## src/rtl/manchester_tx_frame_arbiter.sv

```systemverilog
// Round-robin frame arbiter feeding one Manchester serializer: preamble, sync, ID header,
// payload pass-through, idle gap. Optional CRC-8 trailer via MANCHESTER_TX_ARB_CRC8_EN.
module manchester_tx_frame_arbiter #(
   parameter int unsigned N_SRC         = 4,
   parameter int unsigned PREAMBLE_LEN  = 4,
   parameter logic [7:0]  PREAMBLE_BYTE = 8'h55,
   parameter logic [7:0]  SYNC_BYTE     = 8'hD5,
   parameter int unsigned GAP_CYCLES    = 16
) (
   input  logic               aclk,
   input  logic               aresetn,
   input  logic [8*N_SRC-1:0] s_axis_tdata,
   input  logic [N_SRC-1:0]   s_axis_tvalid,
   input  logic [N_SRC-1:0]   s_axis_tlast,
   output logic [N_SRC-1:0]   s_axis_tready,
   output logic [7:0]         m_axis_tdata,
   output logic               m_axis_tvalid,
   input  logic               m_axis_tready,
   output logic [2:0]         grant_id,
   output logic               busy,
   output logic               frame_done
);

`ifdef MANCHESTER_TX_ARB_CRC8_EN
   typedef enum logic [2:0] {StIdle, StPreamble, StSync, StId, StPayload, StCrc, StGap} state_e;
`else
   typedef enum logic [2:0] {StIdle, StPreamble, StSync, StId, StPayload, StGap} state_e;
`endif

   localparam logic [7:0] PreLast    = 8'(PREAMBLE_LEN - 1);
   localparam logic [7:0] GapLast    = (GAP_CYCLES == 0) ? 8'd0 : 8'(GAP_CYCLES - 1);
   localparam logic [2:0] LastInit   = 3'(N_SRC - 1);
   localparam state_e     AfterFrame = (GAP_CYCLES == 0) ? StIdle : StGap;

   state_e     state_q, state_d;
   logic [2:0] grant_q, grant_d;
   logic [2:0] last_grant_q, last_grant_d;
   logic [7:0] tdata_q, tdata_d;
   logic       tvalid_q, tvalid_d;
   logic [7:0] cnt_q, cnt_d;

   logic       arb_found;
   logic [2:0] arb_idx;
   int         arb_tgt;
   logic [7:0] sel_data;
   logic       sel_valid;
   logic       sel_last;
   logic       hdr_acc;
   logic       pay_acc;

`ifdef MANCHESTER_TX_ARB_CRC8_EN
   logic [7:0] crc_q, crc_d;

   // Poly 0x07, MSB first, no reflection, no final XOR.
   function automatic logic [7:0] crc8(input logic [7:0] crc, input logic [7:0] data);
      logic [7:0] c;
      c = crc ^ data;
      for (int b = 0; b < 8; b++) begin
         c = c[7] ? ((c << 1) ^ 8'h07) : (c << 1);
      end
      return c;
   endfunction
`endif

   // Search from last_grant+1 upward; the lowest offset with a request wins.
   always_comb begin
      arb_found = 1'b0;
      arb_idx   = '0;
      arb_tgt   = 0;
      for (int k = 0; k < int'(N_SRC); k++) begin
         arb_tgt = int'(last_grant_q) + 1 + k;
         if (arb_tgt >= int'(N_SRC)) arb_tgt = arb_tgt - int'(N_SRC);
         for (int j = 0; j < int'(N_SRC); j++) begin
            if (!arb_found && (j == arb_tgt) && s_axis_tvalid[j]) begin
               arb_found = 1'b1;
               arb_idx   = 3'(j);
            end
         end
      end
   end

   always_comb begin
      sel_data  = '0;
      sel_valid = 1'b0;
      sel_last  = 1'b0;
      for (int i = 0; i < int'(N_SRC); i++) begin
         if (grant_q == 3'(i)) begin
            sel_data  = s_axis_tdata[8*i +: 8];
            sel_valid = s_axis_tvalid[i];
            sel_last  = s_axis_tlast[i];
         end
      end
   end

   assign hdr_acc = tvalid_q && m_axis_tready;
   assign pay_acc = sel_valid && m_axis_tready;

   always_comb begin
      state_d      = state_q;
      grant_d      = grant_q;
      last_grant_d = last_grant_q;
      tdata_d      = tdata_q;
      tvalid_d     = tvalid_q;
      cnt_d        = cnt_q;
`ifdef MANCHESTER_TX_ARB_CRC8_EN
      crc_d        = crc_q;
`endif
      case (state_q)
         StIdle: begin
            if (arb_found) begin
               grant_d      = arb_idx;
               last_grant_d = arb_idx;
               tdata_d      = PREAMBLE_BYTE;
               tvalid_d     = 1'b1;
               cnt_d        = '0;
               state_d      = StPreamble;
            end
         end
         StPreamble: begin
            if (hdr_acc) begin
               if (cnt_q == PreLast) begin
                  tdata_d = SYNC_BYTE;
                  state_d = StSync;
               end else begin
                  cnt_d = cnt_q + 8'd1;
               end
            end
         end
         StSync: begin
            if (hdr_acc) begin
               tdata_d = {5'b0, grant_q};
               state_d = StId;
            end
         end
         StId: begin
            if (hdr_acc) begin
               tvalid_d = 1'b0;
               state_d  = StPayload;
`ifdef MANCHESTER_TX_ARB_CRC8_EN
               crc_d    = crc8(8'h00, tdata_q);
`endif
            end
         end
         StPayload: begin
            if (pay_acc) begin
`ifdef MANCHESTER_TX_ARB_CRC8_EN
               crc_d = crc8(crc_q, sel_data);
               if (sel_last) begin
                  tdata_d  = crc8(crc_q, sel_data);
                  tvalid_d = 1'b1;
                  state_d  = StCrc;
               end
`else
               if (sel_last) begin
                  cnt_d   = '0;
                  state_d = AfterFrame;
               end
`endif
            end
         end
`ifdef MANCHESTER_TX_ARB_CRC8_EN
         StCrc: begin
            if (hdr_acc) begin
               tvalid_d = 1'b0;
               cnt_d    = '0;
               state_d  = AfterFrame;
            end
         end
`endif
         StGap: begin
            if (cnt_q == GapLast) state_d = StIdle;
            else                  cnt_d   = cnt_q + 8'd1;
         end
         default: state_d = StIdle;
      endcase
   end

   always_ff @(posedge aclk) begin
      if (!aresetn) begin
         state_q      <= StIdle;
         grant_q      <= '0;
         last_grant_q <= LastInit;
         tdata_q      <= '0;
         tvalid_q     <= 1'b0;
         cnt_q        <= '0;
`ifdef MANCHESTER_TX_ARB_CRC8_EN
         crc_q        <= '0;
`endif
      end else begin
         state_q      <= state_d;
         grant_q      <= grant_d;
         last_grant_q <= last_grant_d;
         tdata_q      <= tdata_d;
         tvalid_q     <= tvalid_d;
         cnt_q        <= cnt_d;
`ifdef MANCHESTER_TX_ARB_CRC8_EN
         crc_q        <= crc_d;
`endif
      end
   end

   // Payload is a zero-latency pass-through; header/trailer beats come from registers.
   always_comb begin
      s_axis_tready = '0;
      if (state_q == StPayload) begin
         m_axis_tdata  = sel_data;
         m_axis_tvalid = sel_valid;
         for (int i = 0; i < int'(N_SRC); i++) begin
            s_axis_tready[i] = (grant_q == 3'(i)) && m_axis_tready;
         end
      end else begin
         m_axis_tdata  = tdata_q;
         m_axis_tvalid = tvalid_q;
      end
   end

`ifdef MANCHESTER_TX_ARB_CRC8_EN
   assign frame_done = (state_q == StCrc) && hdr_acc;
`else
   assign frame_done = (state_q == StPayload) && pay_acc && sel_last;
`endif

   assign grant_id = grant_q;
   assign busy     = (state_q != StIdle);

endmodule

```

## config.mk

```make
export PLATFORM = sky130hd
export DESIGN_NAME = manchester_tx_frame_arbiter
export DESIGN_NICKNAME = d
export VERILOG_FILES = /design/src/rtl/manchester_tx_frame_arbiter.sv
export SDC_FILE = /design/constraint.sdc
export NUM_CORES = 1
export LEC_CHECK = 0
export ABC_AREA = 1
export BUFFER_PORTS_ARGS = -buffer_cell sky130_fd_sc_hd__buf_4
export CAP_MARGIN = 40
export CELL_PAD_IN_SITES_DETAIL_PLACEMENT = 1
export CELL_PAD_IN_SITES_GLOBAL_PLACEMENT = 1
export CORE_MARGIN = 2
export CORE_UTILIZATION = 24
export DETAILED_ROUTE_END_ITERATION = 16
export HOLD_SLACK_MARGIN = 0.06
export PLACE_DENSITY_LB_ADDON = 0.12
export SLEW_MARGIN = 5
export SYNTH_ARGS = -nofsm -noshare
export SYNTH_HDL_FRONTEND = slang
export SYNTH_SLANG_ARGS = --single-unit
```

## constraint.sdc

```tcl
create_clock -name aclk -period 2.3 [get_ports aclk]
set_clock_uncertainty 0.15 [all_clocks]
set_input_delay 0.345 -clock aclk [delete_from_list [all_inputs] [get_ports aclk]]
set_output_delay 0.345 -clock aclk [all_outputs]
set_load 0.05 [all_outputs]
```

-- After elaboration in Yosys (flattened, before gate mapping)
Index checks and enable logic that the tools add are counted.
- add/sub/neg operators: 9
- equality and inequality tests: 32
- order comparisons: 4
- muxes and demuxes: 74
- reductions and logical operators: 69
- operator list (operator ; count):
    $eq 3x32->1 const A ; 8
    $eq 2x32->1 const A ; 4
    $logic_not 32->1 ; 4
    $mux 32 ; 4
    $mux 8 ; 15
    $ge 32x4->1 const B ; 3
    $sub 32x4->32 const B ; 3
    $mux 3 ; 22
    $logic_and 1x1->1 ; 39
    $add 32x2->32 const B ; 1
    $add 32x3->32 const B ; 1
    $pmux 8 s4 ; 1
    $mux 1 ; 28
    $pmux 8 s3 ; 1
    $ne 2x2->1 const B ; 10
    $pmux 3 s6 ; 1
    $logic_not 1->1 ; 15
    $eq 3x2->1 const B ; 4
    $add 8x1->8 const B ; 1
    $eq 8x2->1 const B ; 1
    $eq 8x4->1 const B ; 1
    $reduce_and 8->1 ; 1
    $reduce_and 7->1 ; 1
    $eq 3x1->1 const B ; 2
    14 further kinds ; 17
- bits of input ports: 43
- word-level logic and storage cells: 194
- register bits after elaboration: 26
- output and inout port bits: 18

-- Depth between registers and ports, before layout
Gate-level depths: netlist of run 1.
- depth in word-level cells: 68
- gate-level depth with buffers: 14
- depth with buffers taken out: 14

-- Worst setup path before layout of run 1
Ideal clock, no wire load.
- path type: register -> output
- start: reg grant_q[1], in the netlist grant_id[1]
- end: out frame_done
- stages on the path, launching flop included: 8
- buffers on the path: 1
- data required time: 1805 ps
- slack: -583 ps
- data arrival time: 2388 ps
- path through: dfxtp_1 > buf_4 > inv_2 > nor2_4 > nand2_1 > o2111ai_2 > nand2_2 > nor3_1
- cells in the longest elaborated chain, start to end: 8
- RTL lines (item ; RTL line ; source):
    from (decl) ; 36 ; logic [2:0] grant_q, grant_d;
    from (signal assigned) ; 191 ; grant_q <= grant_d;
    $logic_not 3->1 ; 87 ; if (grant_q == 3'(i)) begin
    $mux 1 (4 in a row) ; 87 ;
    $logic_and 1x1->1 ; 96 ; assign pay_acc = sel_valid && m_axis_tready;
    $logic_and 1x1->1 ; 220 ; assign frame_done = (state_q == StPayload) && pay_acc && sel_last;
    $logic_and 1x1->1 (*) ; 220 ;
    to (decl) ; 21 ; output logic frame_done
Every way passes the cells marked *; elsewhere a longest branch is shown, timed or not.

-- Worst setup path in the final report of run 1
- start: reg grant_q[0], in the netlist grant_id[0]
- end: out m_axis_tdata[2]
- cells in the longest elaborated chain, start to end: 6
- RTL lines (item ; RTL line ; source):
    $logic_not 3->1 ; 87 ;
    $mux 8 (3 in a row) ; 87 ;
    $mux 8 (*) ; 87 ;
    $mux 8 (*) ; 205 ; if (state_q == StPayload) begin
    to (decl) ; 16 ; output logic [7:0] m_axis_tdata,
Marked as above.

==> results of run 1 <==
-- stage by stage --
stage	cells	utilization (%)	hold slack (ns)
2_1_floorplan	304	-	0.2910
3_3_place_gp	476	34.86	0.3071
3_5_place_dp	476	34.86	0.3070
4_1_cts	480	35.95	0.2391
5_1_grt	483	37.45	0.2570
6_report	483	37.45	0.2500
-- area by class of cell --
cell class                      count  area (um2)
Timing Repair Buffer               83       634.4
Inverter                           48       180.2
Fill cell                         977        4537
Sequential cell                    20       411.6
Multi-Input combinational cell    229        1295
Tap cell                           99       123.9
Clock buffer                        3       41.29
Clock inverter                      1       30.03
-- sequential cells by signal, indices dropped and copies added (netlist names) --
name          flops
tdata_q           4
cnt_q             8
last_grant_q      2
state_q           3
grant_id          2
tvalid_q          1
-- power by group --
part           internal (W)  switching (W)  total [W]
sequential         0.000512       0.000162   0.000674
combinational       0.00100        0.00175    0.00275
clock              0.000233       0.000131   0.000364
-- worst max-delay path: stages (launching register included) --
cell	delay (ns)
dfxtp_2	0.39
nand2_2	0.13
clkinv_1	0.08
buf_4	0.18
a221oi_1	0.32
o21ai_2	0.08
buf_4	0.19
-- cell families after synthesis --
group / after synthesis
simple gates: 184
buf+inv: 55
compound gates: 42
flops: 20
xor+xnor: 1
fa+ha+maj: 1
other cells: 1
-- layer usage --
layer	global-route usage (%)	up-vias	share of wire, %
li1	-	1171	-
met1	22.91	1037	51
met5	0	-	0
met2	27.43	37	46
met4	2.308	0	0.33
met3	2.671	2	2.7
-- how the worst max path moves through the flow --
stage | end | start | slack [ns] | depth (start not counted)
finish | m_axis_tdata[2] | grant_id[0]$_SDFFE_PN0P_ | 0.15 | 6
detailed placement | cnt_q[6]$_SDFFE_PN0P_ | last_grant_q[1]$_SDFFE_PN1P_ | 0.06 | 13
floorplan | frame_done | state_q[2]$_SDFFE_PN0P_ | -0.08 | 5
global placement | cnt_q[0]$_SDFFE_PN0P_ | last_grant_q[0]$_SDFFE_PN1P_ | 0.16 | 13
CTS | m_axis_tdata[0] | state_q[1]$_SDFFE_PN0P_ | 0.0002 | 8
global route | last_grant_q[0]$_SDFFE_PN1P_ | last_grant_q[0]$_SDFFE_PN1P_ | -0.04 | 15
-- repair_timing --
action,4_1_cts,5_1_grt
pin swaps,0,5
endpoints found under the hold margin,0,0
gates resized for setup,3,25
setup buffers,0,3
endpoints found under the setup margin,5,31
-- layout by cell type (no fill, tap or decap), types with 3 or more instances in the layout --
| cell type | instances |
|---|---|
| buf_4 | 80 |
| nand2_1 | 78 |
| inv_1 | 39 |
| nor2_1 | 30 |
| nand3_1 | 28 |
| dfxtp_1 | 15 |
| nand4_1 | 14 |
| a21oi_1 | 10 |
| nand2_2 | 7 |
| nor2_2 | 7 |
| o21ai_0 | 7 |
| nor3_1 | 7 |
| inv_2 | 6 |
| a21oi_2 | 5 |
| o21ai_2 | 5 |
| nor2_4 | 3 |
| o211ai_1 | 3 |
| clkinv_1 | 3 |
| a221oi_2 | 3 |
| clkbuf_8 | 3 |
| dfxtp_2 | 3 |
| buf_6 | 3 |
==> results.cfg, run 1 <==
[clocking]
cts_root_buffer = clkbuf_8
htreeDepth = 1
clock_latency_ns = 0.27
clkSinkCount = 20
cts_hold_buf = 0
clk_pin_slew_ns = 0.09
ctsLongestPathBuffers = 2
cts_tree = built
cts_made_buffers = 3

[power_and_ir_drop]
p_leak_nw = 1.314
finalPower_w = 0.003788
power_density_nw_per_um2 = 1395
worst_ir_drop_vdd_mv = 0.5218

[worst_setup_path]
worstPathArrival_ns = 1.65
r2r_cells = 13
cp.required_ns = 1.80
rr_startpoint = last_grant_q[0]$_SDFFE_PN1P_
timing.rr.end = tdata_q[6]$_SDFFE_PN0P_
r2r_slack_ns = 0.17
cp_max_fo = 8
criticalPathCategory = flop to output port
cp-start-kind = flop
endpoint_kind = output port

[final_layout]
drive_gt1_share_pct = 36.98
area_growth_pct = 51.18
final_area_um2 = 2716
nets = 429
diodes = 0

[synthesis]
ys_seq_elements = 20
synthMuxAreaShare_pct = 0
ys_types = 38
synthSimpleGateAreaFrac_pct = 48.19
netlist.area_leader.share_pct = 22.28
post-synth-top-area-cell = dfxtp_1
yosysMostFrequentCell = nand2_1
synth_xor_area_share_pct = 0.4875
synth_top_family_by_area = simple AND/OR/NAND/NOR gates
ys_seq_area_share_pct = 22.28
ys.flop_type = dfxtp_1
netlist_area_um2 = 1797
synth_compound_area_share_pct = 15.81
yosys-top-cells-area = dfxtp_1 (22%), nand2_1 (18%), inv_1 (8.6%)
ys_warn_count = 0
syn_inst = 304
synth.top_cells.by_count = nand2_1 (84), inv_1 (41), nor2_1 (32)
async_flop_share_pct = 0
synthAdderAreaFrac_pct = 0.6964
synth_edf_count = 0
avgSynthCellArea_um2 = 5.910
syn_nets = 348

[global_route]
grt_overflow_total = 0
grt_pass1_wl_um = 11200
grt_use_total_pct = 16.49
grt_max_degree = 16
grt_pass1_vias = 2281
antenna_found_initial = 0

[routing]
wl_per_cell_um = 13.72
viasPerCell = 4.652
drt_iter0_drc = 48
drtPass1Iterations = 4
drc = 0
drt_wl_total_um = 6628
ant_nets = 0
via_count = 2247

[min_path]
worst_hold_path_type = input pin to flop
hold_start = aresetn
hold_end = last_grant_q[0]$_SDFFE_PN1P_
worstHoldPathCells = 2

[sta]
fin_crit_ns = 2.148
finalHoldViolations = 0
fin_setup_tns_ns = 0
finalMaxSlewViolations = 0
finalWorstSetupSlack_ns = 0.1519
rsz0062_at_grt = true
finalSetupViolations = 0
fmax_ghz = 0.4655
fin_crit_sh_pct = 93.39

[floorplan]
top_level_ports = 61
die_w_um = 90.53
initial_core_util_pct = 24.77
row_count = 31
die_area_um2 = 8195
die_y_um = 90.53
core_um2 = 7253

[placement]
dp_slack_ns = 0.06466
place_congestion = 0.7691
placed_area_um2 = 2529
io_buffers = 59
dp_hpwl_um = 5382

[status]
outcome = complete, no violations

[flow_run]
cap_viol_max_count = 0
(Power assumes the default switching activity.)
==> run 2, diff against run 1 <==
ABC_AREA = unset   (was 1)
==> run 2 against run 1 <==
Final cell count is 32% lower; fmax is 1.2% lower; sequential share of layout area up 3.8 points; register-to-register slack improved by 0.15 ns; clock power is 36% lower; die area is 14% lower; first-iteration DRC count fell by 52%; cell area is 21% lower; sequential cell count unchanged; core utilization fell by 3.3 points; power decreased by 72%.
==> results.cfg, run 2 <==
[status]
outcome = complete, no violations

[routing]
drt_iter0_drc = 23
drt_wl_total_um = 4870
wl_per_cell_um = 14.85
viasPerCell = 4.963
drtPass1Iterations = 4
ant_nets = 0
drc = 0
via_count = 1628

[final_layout]
multi_input_area_um2 = 1044
area_growth_pct = 39.87
seqCellArea_um2 = 404.1
largestRegisters = cnt_q x8, tdata_q x4, state_q x3
diodes = 0
drive_gt1_share_pct = 34.66
regMostFlops = cnt_q
nets = 297
final_area_um2 = 2133
finish.utilization_pct = 34.18
final_cell_mix = buf_4 (66), nand2_1 (34), dfxtp_1 (19)
fin_cells = 328
n_fill_cell = 763
final_common_cell = buf_4
largest_reg_flops = 8

[global_route]
grt_max_degree = 20
grt_overflow_total = 0
grt_pass1_vias = 1650
grt_pass1_wl_um = 8093
antenna_found_initial = 0
grt_use_total_pct = 13.86

[floorplan]
initial_core_util_pct = 24.44
row_count = 29
die_w_um = 83.72
top_level_ports = 61
core_um2 = 6241
die_y_um = 83.72
die_area_um2 = 7009

[power_and_ir_drop]
p_leak_nw = 0.9292
power_density_nw_per_um2 = 496.9
worst_ir_drop_vdd_mv = 0.2187

[synthesis]
ys_seq_area_share_pct = 26.25
netlist.area_leader.share_pct = 26.25
avgSynthCellArea_um2 = 7.985
synth_top_family_by_area = simple AND/OR/NAND/NOR gates
ys_seq_elements = 20
ys_types = 46
synth_compound_area_share_pct = 18.54
synth_xor_area_share_pct = 1.148
syn_nets = 235
netlist_area_um2 = 1525
yosysMostFrequentCell = nand2_1
synthAdderAreaFrac_pct = 0.8203
async_flop_share_pct = 0
ys.flop_type = dfxtp_1
yosys-top-cells-area = dfxtp_1 (26%), mux4_2 (10%), nand2_1 (8.4%)
synthMuxAreaShare_pct = 17.47
ys_warn_count = 0
syn_inst = 191
synth.top_cells.by_count = nand2_1 (34), dfxtp_1 (20), nor2_1 (17)
post-synth-top-area-cell = dfxtp_1
synthSimpleGateAreaFrac_pct = 29.45
synth_edf_count = 0

[sta]
fmax_ghz = 0.4599
fin_crit_ns = 2.174
fin_setup_tns_ns = 0
hold_ws_ns = 0.2476
tightest_slew_ns = 0.5198
rsz0062_at_grt = false
finalHoldViolations = 0
relSlewSlack_pct = 65.35
finalSetupViolations = 0
finalMaxSlewViolations = 0
fin_crit_sh_pct = 94.53

[placement]
placed_cells = 325
dp_hpwl_um = 3941
place_congestion = 0.7175
io_buffers = 59
placed_area_um2 = 2085

[worst_setup_path]
criticalPathCategory = flop to output port
endpoint_kind = output port
r2r_cells = 5
r2r_slack_ns = 0.32
cp-start-kind = flop
timing.rr.end = state_q[2]$_SDFFE_PN0P_
cp_slowest_stage_delay_ns = 0.51
cp_max_fo = 9
cp.required_ns = 1.80
worstPathArrival_ns = 1.68
critPathSlowestCell = mux4_2
crit_chain = buf_6 -> mux4_2 -> nand2_1 -> nand2_1 -> buf_4
path_common_cell = nand2_1
rr_startpoint = grant_id[0]$_SDFFE_PN0P_

[min_path]
hold_start = aresetn
worstHoldPathCells = 2
hold_end = last_grant_q[1]$_SDFFE_PN1P_
worst_hold_path_type = input pin to flop

[clocking]
cts_root_buffer = clkbuf_8
cts_hold_buf = 0
cts_tree = built
htreeDepth = 1
clkSinkCount = 20
clk_pin_slew_ns = 0.07
clock_latency_ns = 0.26
ctsLongestPathBuffers = 2
cts_made_buffers = 3

[flow_run]
cap_viol_max_count = 0
==> run 2: changes by cell type after synthesis, sizes merged, moves of 4 or more <==
cell	delta
nor2	-23
a221oi	-4
a31oi	+5
and3	+5
nand2	-51
nand4	-15
nand3	-24
mux4	+10
inv	-34
a21oi	-10
and2	+6
==> run 2: final cells by class <==
cell class              count  share of cell area, %
inverters                  11                  1.935
repair buffers             67                  23.75
flip-flops and latches     20                  18.94
well taps                  77                  4.516
multi-input cells         150                  48.91
clock buffers               3                  1.935
==> run 2: routing by layer <==
layer | share of wire [%] | track usage [%]
met1 | 50 | 18.66
met2 | 44 | 23.05
met3 | 5.1 | 2.374
met4 | 0.49 | 3.519
met5 | 0 | 0
==> run 2: repair_timing <==
action,in CTS,in global routing
endpoints found under the setup margin,5,10
resized for setup,1,2
gates cloned,0,0
setup buffers,0,0
pin swaps,0,0
==> run 2: power breakdown <==
part           total (W)  switching (W)  internal, W
combinational   0.000423       0.000226     0.000197
clock           0.000232       0.000115     0.000117
sequential      0.000405      0.0000323     0.000373
total            0.00106       0.000374     0.000686
==> run 2: per-stage QoR <==
| step | total power [W] | setup WS, ns |
|---|---|---|
| 2_1_floorplan | 0.0006875 | -0.06906 |
| 3_3_place_gp | 0.0008382 | 0.2667 |
| 3_5_place_dp | 0.0008394 | 0.2637 |
| 4_1_cts | 0.001080 | 0.03035 |
| 5_1_grt | 0.001126 | 0.02146 |
| 6_report | 0.001060 | 0.1257 |
==> run 2: cells by family after synthesis <==
kind of cell | count (synthesis)
DFF | 20
adders and majority gates | 1
and+or+nand+nor | 92
muxes | 13
buffers and inverters | 21
xor gates and xnor gates | 2
other | 1
AOI/OAI and AO/OA | 41
==> run 2: worst max-delay path by stage <==
stage                                   from                      end  slack (ns)  depth (start not counted)
floorplan           grant_id[1]$_SDFFE_PN0P_         s_axis_tready[2]       -0.07                          3
global placement    grant_id[0]$_SDFFE_PN0P_          m_axis_tdata[6]        0.27                          5
detailed placement  grant_id[0]$_SDFFE_PN0P_  state_q[2]$_SDFFE_PN0P_        0.26                          5
CTS                 grant_id[0]$_SDFFE_PN0P_          m_axis_tdata[6]        0.03                          5
global route         state_q[2]$_SDFFE_PN0P_               frame_done        0.02                          4
finish              grant_id[0]$_SDFFE_PN0P_          m_axis_tdata[6]        0.13                          5
==> run 2: critical path: cells and delay by family, from the launching register on <==
kind / cells / cell delay (ns)
flops: 1 / 0.41
mux: 1 / 0.51
buf+inv: 2 / 0.37
simple gates: 2 / 0.13
==> run 3, diff against run 2 <==
SETUP_SLACK_MARGIN = 0.3   (was unset)
clock period = 2.1 ns   (was 2.3 ns; I/O delays follow)
==> run 3 against run 2 <==
Core utilization up 7.2 points; combinational power up 43%; die area unchanged; final cell count rose by 5.8%; hold slack got worse by 0.050 ns; global-route usage grew 1.7 points; register-to-register slack worse by 0.23 ns; critical path depth unchanged; critical path type unchanged; critical endpoint is now m_axis_tvalid.
==> results.cfg, run 3 (synthesis gave the netlist of run 2 again) <==
[routing]
ant_nets = 0
drtPass1Iterations = 4
viasPerCell = 4.942
drt_iter0_drc = 58
drt_wl_total_um = 5422
drc = 0
via_count = 1715
wl_per_cell_um = 15.63

[sta]
rsz0062_at_grt = true
fin_setup_tns_ns = 0
fmax_ghz = 0.4854
fin_crit_ns = 2.060
finalMaxSlewViolations = 0
fin_crit_sh_pct = 98.11
finalSetupViolations = 0
finalHoldViolations = 0

[worst_setup_path]
worstPathArrival_ns = 1.60
crit_chain = buf_6 -> mux4_2 -> nand2_2 -> nand2_4 -> buf_6
critPathTopFamily = multiplexers
endpoint_kind = output port
cp_slowest_stage_delay_ns = 0.53
cp.required_ns = 1.63
r2r_cells = 7
r2r_slack_ns = 0.09
rr_startpoint = grant_id[0]$_SDFFE_PN0P_
critical_path.endpoint = m_axis_tvalid
critPathBufInv = 2
timing.rr.end = cnt_q[1]$_SDFFE_PN0P_
criticalPathCategory = flop to output port
critPathSlowestCell = mux4_2
cp_max_fo = 4
cp-start-kind = flop
startpoint = grant_id[0]$_SDFFE_PN0P_
path_common_cell = buf_6
path_depth = 5

[power_and_ir_drop]
power_density_nw_per_um2 = 511.7
worst_ir_drop_vdd_mv = 0.1896
finalPower_w = 0.001323
p_leak_nw = 1.072

[global_route]
grt_use_total_pct = 15.56
grt_overflow_total = 0
antenna_found_initial = 0
grt_pass1_wl_um = 8935
grt_pass1_vias = 1768
grt_max_degree = 20

[status]
outcome = complete, no violations

[clocking]
clock_latency_ns = 0.26
cts_root_buffer = clkbuf_8
clkSinkCount = 20
cts_tree = built
htreeDepth = 1
cts_made_buffers = 3
ctsLongestPathBuffers = 2
clk_pin_slew_ns = 0.08

[final_layout]
drive_gt1_share_pct = 52.96
final_common_cell = buf_4
nets = 315
largest_reg_flops = 8
final_cell_mix = buf_4 (66), nand2_1 (18), nor2_1 (13), dfxtp_1 (13), buf_8 (12)
largestRegisters = cnt_q x8, tdata_q x4, state_q x3
diodes = 0
multi_input_area_um2 = 1220
n_fill_cell = 728
seqCellArea_um2 = 419.2
regMostFlops = cnt_q
area_growth_pct = 69.48
finish.utilization_pct = 41.42

[placement]
place_congestion = 0.7263
dp_hpwl_um = 4145
io_buffers = 59

[floorplan]
die_area_um2 = 7009
die_w_um = 83.72
die_y_um = 83.72
row_count = 29
core_um2 = 6241
top_level_ports = 61
initial_core_util_pct = 24.44

[flow_run]
cap_viol_max_count = 0

[min_path]
worst_hold_path_type = input pin to flop
[run 3: cell types whose count changed in the layout (fill, tap and decap cells not counted), moves of 5 or more]
| cell | previous run | this run |
|---|---|---|
| nand2_1 | 34 | 18 |
| nand2_2 | 0 | 8 |
| o21ai_1 | 0 | 5 |
| buf_8 | 0 | 12 |
| o21ai_0 | 14 | 9 |
| buf_6 | 1 | 6 |
| dfxtp_1 | 19 | 13 |
| nand2_4 | 0 | 7 |
[run 3: per-stage QoR]
stage,area [um2],worst slack [ns],std cells,hold slack [ns]
floorplan,1660,0.1158,191,0.2850
global placement,2231,0.1358,330,0.3023
CTS,2516,0.03342,346,0.1945
finish,2585,0.03969,347,0.1975
global route,2585,-0.003541,347,0.2084
detailed placement,2231,0.09686,330,0.3092
[run 3: what timing repair did]
action | in CTS | in global routing
pin swaps | 18 | 8
endpoints found under the setup margin | 29 | 29
setup buffers | 12 | 1
hold buffers | 0 | 0
gates resized for setup | 49 | 14
[run 3: worst reg2reg max path, delay by kind of cell, from the launching register on]
kind	cells	cell delay [ns]
buf+inv	2	0.26
compound gates	3	0.37
simple gates	1	0.22
flops	1	0.39
mux	1	0.53
[run 3: how the worst min path moves through the flow]
| stage | start | endpoint | slack, ns | depth (start not counted) |
|---|---|---|---|---|
| global route | aresetn | last_grant_q[1]$_SDFFE_PN1P_ | 0.21 | 2 |
| detailed placement | tdata_q[1]$_SDFFE_PN0P_ | tdata_q[1]$_SDFFE_PN0P_ | 0.31 | 2 |
| floorplan | tdata_q[1]$_SDFFE_PN0P_ | tdata_q[1]$_SDFFE_PN0P_ | 0.28 | 2 |
| CTS | aresetn | last_grant_q[1]$_SDFFE_PN1P_ | 0.19 | 2 |
| finish | aresetn | last_grant_q[1]$_SDFFE_PN1P_ | 0.20 | 2 |
| global placement | tdata_q[1]$_SDFFE_PN0P_ | tdata_q[1]$_SDFFE_PN0P_ | 0.30 | 2 |
[run 3: report_power, final]
part | internal [W] | switching, W
clock network | 0.000135 | 0.000135
logic | 0.000306 | 0.000299
registers | 0.000409 | 0.0000381
total | 0.000850 | 0.000473
[run 3: metal layers]
layer,GRT usage (%),vias to the layer above,share of wire [%]
li1,-,852,-
met1,18.25,811,42
met2,29.02,48,51
met3,2.770,4,5.4
met4,3.959,0,1.0
met5,0,-,0
[run 3: cell type report]
type | count | area share, %
inverter | 11 | 1.597
tap | 77 | 3.727
timing repair buffer | 85 | 29.53
sequential | 20 | 16.21
multi-input combinational | 150 | 47.19
clock buffer | 4 | 1.742
